===== config.mk =====
export PLATFORM = sky130hd
export DESIGN_NAME = mem
export DESIGN_NICKNAME = d
export VERILOG_FILES = /design/src/rtl/mem_pkg.sv /design/src/rtl/mem_array.sv /design/src/rtl/mem.sv
export SDC_FILE = /design/constraint.sdc
export NUM_CORES = 1
export LEC_CHECK = 0
export ABC_AREA = 1
export CAP_MARGIN = 20
export CORE_MARGIN = 3
export CORE_UTILIZATION = 60
export CTS_CLUSTER_SIZE = 8
export DETAILED_ROUTE_END_ITERATION = 16
export PLACE_DENSITY = 0.79
export SETUP_SLACK_MARGIN = 0.05
export SYNTH_ARGS = -nofsm -noshare
export SYNTH_HDL_FRONTEND = slang
export SYNTH_SLANG_ARGS = --single-unit

===== constraint.sdc =====
create_clock -name Clk -period 1.3 [get_ports Clk]
set_input_delay 0.13 -clock Clk [delete_from_list [all_inputs] [get_ports Clk]]
set_output_delay 0.13 -clock Clk [all_outputs]
set_load 0.05 [all_outputs]

===== src/rtl/mem_pkg.sv =====
// rtl/mem_pkg.sv - default geometry and word/address types for the mem scratchpad RAM
package mem_pkg;

    localparam int MEM_DATA_W = 8;
    localparam int MEM_ADDR_W = 4;
    localparam int MEM_DEPTH  = 16;

    typedef logic [MEM_ADDR_W-1:0] mem_addr_t;
    typedef logic [MEM_DATA_W-1:0] mem_data_t;

endpackage : mem_pkg


===== src/rtl/mem_array.sv =====
// rtl/mem_array.sv - storage array with asynchronous clear, one write port and a combinational read tap
import mem_pkg::*;

module mem_array #(
    parameter int DATA_W = MEM_DATA_W,
    parameter int ADDR_W = MEM_ADDR_W,
    parameter int DEPTH  = MEM_DEPTH
) (
    input  logic              clk,
    input  logic              rst_n,
    input  logic              we,
    input  logic [ADDR_W-1:0] waddr,
    input  logic [DATA_W-1:0] wdata,
    input  logic [ADDR_W-1:0] raddr,
    output logic [DATA_W-1:0] rdata
);

    logic [DATA_W-1:0] mem_q [DEPTH];

    // Every word clears the moment reset asserts; otherwise write the addressed word on we.
    always_ff @(posedge clk or negedge rst_n) begin
        if (!rst_n) begin
            for (int i = 0; i < DEPTH; i++) begin
                mem_q[i] <= '0;
            end
        end else if (we) begin
            mem_q[waddr] <= wdata;
        end
    end

    // Read tap returns the pre-edge contents; the caller registers it.
    assign rdata = mem_q[raddr];

endmodule : mem_array


===== src/rtl/mem.sv =====
// rtl/mem.sv - 16x8 single-port RAM with registered read; MEM_BYPASS_EN enables write-through on wr&rd
import mem_pkg::*;

module mem #(
    parameter int DATA_W = MEM_DATA_W,
    parameter int ADDR_W = MEM_ADDR_W,
    parameter int DEPTH  = MEM_DEPTH
) (
    input  logic              Clk,
    input  logic              rst,
    input  logic              wr,
    input  logic              rd,
    input  logic [ADDR_W-1:0] addr,
    input  logic [DATA_W-1:0] Data_in,
    output logic [DATA_W-1:0] Data_out
);

    logic [DATA_W-1:0] array_rdata;
    logic              do_write;
    logic              do_read;
    logic              do_bypass;
    logic              out_load;
    logic [DATA_W-1:0] out_next;

    mem_array #(
        .DATA_W (DATA_W),
        .ADDR_W (ADDR_W),
        .DEPTH  (DEPTH)
    ) u_array (
        .clk   (Clk),
        .rst_n (rst),
        .we    (do_write),
        .waddr (addr),
        .wdata (Data_in),
        .raddr (addr),
        .rdata (array_rdata)
    );

    // Strobe priority: a write always happens; a plain read only when no write shares the edge.
    always_comb begin
        do_write  = wr;
        do_read   = rd && !wr;
`ifdef MEM_BYPASS_EN
        do_bypass = rd && wr;
`else
        do_bypass = 1'b0;
`endif
    end

    // Select what (if anything) loads into the output register this edge.
    always_comb begin
        out_load = do_read || do_bypass;
        out_next = do_bypass ? Data_in : array_rdata;
    end

    // Output register: clears with the array, otherwise changes only on a read.
    always_ff @(posedge Clk or negedge rst) begin
        if (!rst) begin
            Data_out <= '0;
        end else if (out_load) begin
            Data_out <= out_next;
        end
    end

endmodule : mem


==> flow_metrics.py <==
metrics = {
    "worst_setup_path": {
        "critPathSlowestCell": "dfrtp_1",
        "timing.critical_path.fanout_max": 2,
        "critical_path_required_ns": 1.17,
        "max_stage_delay_ns": 0.42,
        "crit_arrival_ns": 1.12,
        "timing.critical_path.cells": "buf_12",
        "cpLargestDelayFamily": "flip-flops",
        "ff2ff_setup_slack_ns": 0.17,
        "critical_path_buf_inv_count": 1,
        "critical_path.startpoint_type": "flop",
        "endpoint_kind": "output port",
        "worst_r2r_startpoint": "u_array.mem_q[37]",
        "criticalPathCategory": "reg2out",
        "timing.critical_path.from": "Data_out[4]",
    },
    "logic_synthesis": {
        "synth_top_area_share_pct": 53.80,
        "synthSimpleGateAreaFrac_pct": 30.81,
        "synth_top_family_by_area": "simple AND/OR/NAND/NOR gates",
        "synth.distinct_cells": 21,
        "yosysWarnings": 0,
        "synth-xor-area-share_pct": 0,
        "synth.ff_latch_count": 136,
        "ys_seq_area_share_pct": 53.80,
        "fraction_of_the_mapped_netlist_area_in_adder_cells_pct": 0,
        "synth_compound_gate_area_share_pct": 10.13,
        "synth_cells": 815,
        "synth.area.mux_share_pct": 0,
        "avgSynthCellArea_um2": 7.762,
        "synth_fp_nets": 831,
        "biggest_area_consumer_among_synthesized_cells": "dfrtp_1",
        "syn-cell-area_um2": 6326,
        "post_synth_main_area_contributors": "dfrtp_1 54%, nand2_1 21%, o21ai_0 6.1%",
    },
    "die": {
        "number_of_placement_rows": 36,
        "die_h_um": 108.7,
        "die_width_um": 108.7,
        "pin_count": 24,
        "fp.dieArea_um2": 11810,
        "initial_core_utilization_pct": 63.26,
        "core_area_um2": 10000,
    },
    "finish": {
        "most-common-layout-cells": "349 x nand2_1, 136 x dfrtp_1, 77 x o21ai_0",
        "final_nets": 874,
        "antenna_cells": 0,
        "most_common_library_cell_in_the_layout_ignoring_fill_and_taps": "nand2_1",
        "layout-area-overhead-vs-synth_pct": 22.33,
        "final_layout_size_suffix_gt1_share_pct": 11.83,
    },
    "timing": {
        "post-route-worst-setup-slack_ns": 0.05414,
        "rsz0062_at_grt": "true",
        "fmax_ghz": 0.8027,
        "final_setup_viols": 0,
        "skew_ns": 0.006226,
        "final.min_clock_period_ns": 1.246,
        "worstMarginPinSlew_ns": 0.7337,
        "fin_worst_hold_slack_ns": 0.03815,
        "final_min_period_over_clock_period_pct": 95.84,
        "max-slew-margin-rel_pct": 51.03,
        "finalHoldViolations": 0,
        "pins_over_their_slew_limit": 0,
    },
    "power_and_ir_drop": {
        "fraction_of_power_spent_switching_nets_pct": 29.23,
        "share_comb_of_total_power_pct": 19.4,
        "leakage_nw": 3.809,
        "p_sw_mw": 3.715,
        "p_int_mw": 8.997,
        "max-vdd-ir-drop_mv": 1.098,
        "power_frac_clock_pct": 35.8,
        "seqPwrFrac_pct": 44.7,
        "power_density_nw_per_um2": 1643,
    },
    "grt": {
        "gr-usage-all-layers_pct": 31.59,
        "initial_antenna_violation_count": 0,
        "first_global_vias": 5702,
        "grt_max_degree": 65,
        "global_route_overflow": 0,
        "wire_length_of_the_first_global_routing_pass_mm": 28.13,
    },
    "detailed_routing": {
        "avgViaCountPerCell": 5.780,
        "detail-route-antenna-nets": 0,
        "drt-wirelength-per-cell_um": 16.92,
        "via_count": 5803,
        "drt_drc_violations_left": 0,
        "drt-initial-drc-count": 522,
        "drtPass1Iterations": 6,
        "finalWirelength_mm": 16.99,
    },
    "cts": {
        "insertion_delay_ns": 0.54,
        "path_clk_slew_ns": 0.06,
        "cts_root_buf": "clkbuf_8",
        "htree_num_levels": 4,
        "cts_made_buffers": 17,
        "numClockSinks": 136,
        "cts_tree": "yes",
        "ctsLongestPathBuffers": 2,
    },
    "placed_design": {
        "place_worst_setup_slack_ns": -0.4780,
        "gpl.final_weighted_congestion": 0.8875,
        "dpl.hpwl_mm": 10.56,
        "place.port_buffers": 23,
    },
    "hold_path": {
        "hold_path.class": "in2async",
    },
    "run_status": {
        "status": "completed",
    },
    "job": {
        "drv.max_cap_violation_count": 0,
    },
}
flip-flops by register name (all words and copies together), names as in the netlist:
signal and flops:
Data_out 8, u_array.mem_q 128
final cells by class:
type                    count  area [µm²]
clock inverters             8       96.34
flip-flops and latches    136        3403
clock buffers              24       460.4
fillers                   679        2261
multi-input cells         611        2595
well taps                 133       166.4
inverters                  18       72.57
repair buffers             74       944.7
through the flow:
step	utilization (%)	TNS (ns)	power [mW]	area, µm²	std cells
floorplan	-	0	7.131	6326	815
CTS	77.21	0	12.70	7721	1003
global placement	70.90	-44.79	7.930	7089	963
finish	77.39	0	12.71	7739	1004
global route	77.39	0	13.36	7739	1004
detailed placement	70.90	-50.52	8.087	7089	963
synthesized netlist by cell type:
cell      count
buf_6         3
a21oi_1      48
clkbuf_1     18
nor2_4        6
inv_2         4
inv_4         1
nand2_2       1
nor3_2        1
nand2_1     349
inv_1        12
nor3_4        1
clkinv_1      1
nand3_1      40
o21ai_1       3
buf_4         8
nand4_1       8
nor2_1       77
o21ai_0      77
buf_2        18
dfrtp_1     136
buf_1         3
power by group through the flow:
stage / sequential [mW] / clock (mW) / combinational, mW
2_1_floorplan: 5.71 / 0 / 1.42
3_3_place_gp: 5.67 / 0 / 2.26
3_5_place_dp: 5.72 / 0 / 2.37
4_1_cts: 5.67 / 4.58 / 2.46
5_1_grt: 5.77 / 4.79 / 2.80
6_report: 5.69 / 4.56 / 2.47
kinds of logic (layout without fill, tap and decap cells):
group / Yosys count / count (layout)
AO/OA/AOI/OAI: 128 / 128
buffers and inverters: 68 / 124
flip-flops: 136 / 136
AND/OR/NAND/NOR: 483 / 483
path summary, 6_finish.rpt:
kind | endpoint | cells past startpoint
setup / recovery | Data_out[4] | 1
hold / removal | u_array.mem_q[121] | 2
setup reg to reg | Data_out[5] | 8
hold reg to reg | u_array.mem_q[105] | 2
max in group asynchronous | u_array.mem_q[37] | 3
min in group Clk | u_array.mem_q[6] | 6
per-layer routing:
layer / global-route usage, % / share of wire [%] / vias up
met3: 8.703 / 9.2 / 57
met1: 41.71 / 40 / 2742
met2: 49.43 / 48 / 314
met4: 13.53 / 3.3 / 0
li1: - / - / 2690
met5: 0 / 0 / -
timing repair:
item / in CTS / in global routing
setup endpoints to repair: 8 / 56
gates resized for setup: 0 / 4
endpoints found under the hold margin: 136 / 0
pin swaps: 1 / 0
hold buffers: 1 / 0
setup buffers: 7 / 1
No activity file was read; power rests on OpenSTA's default activity.
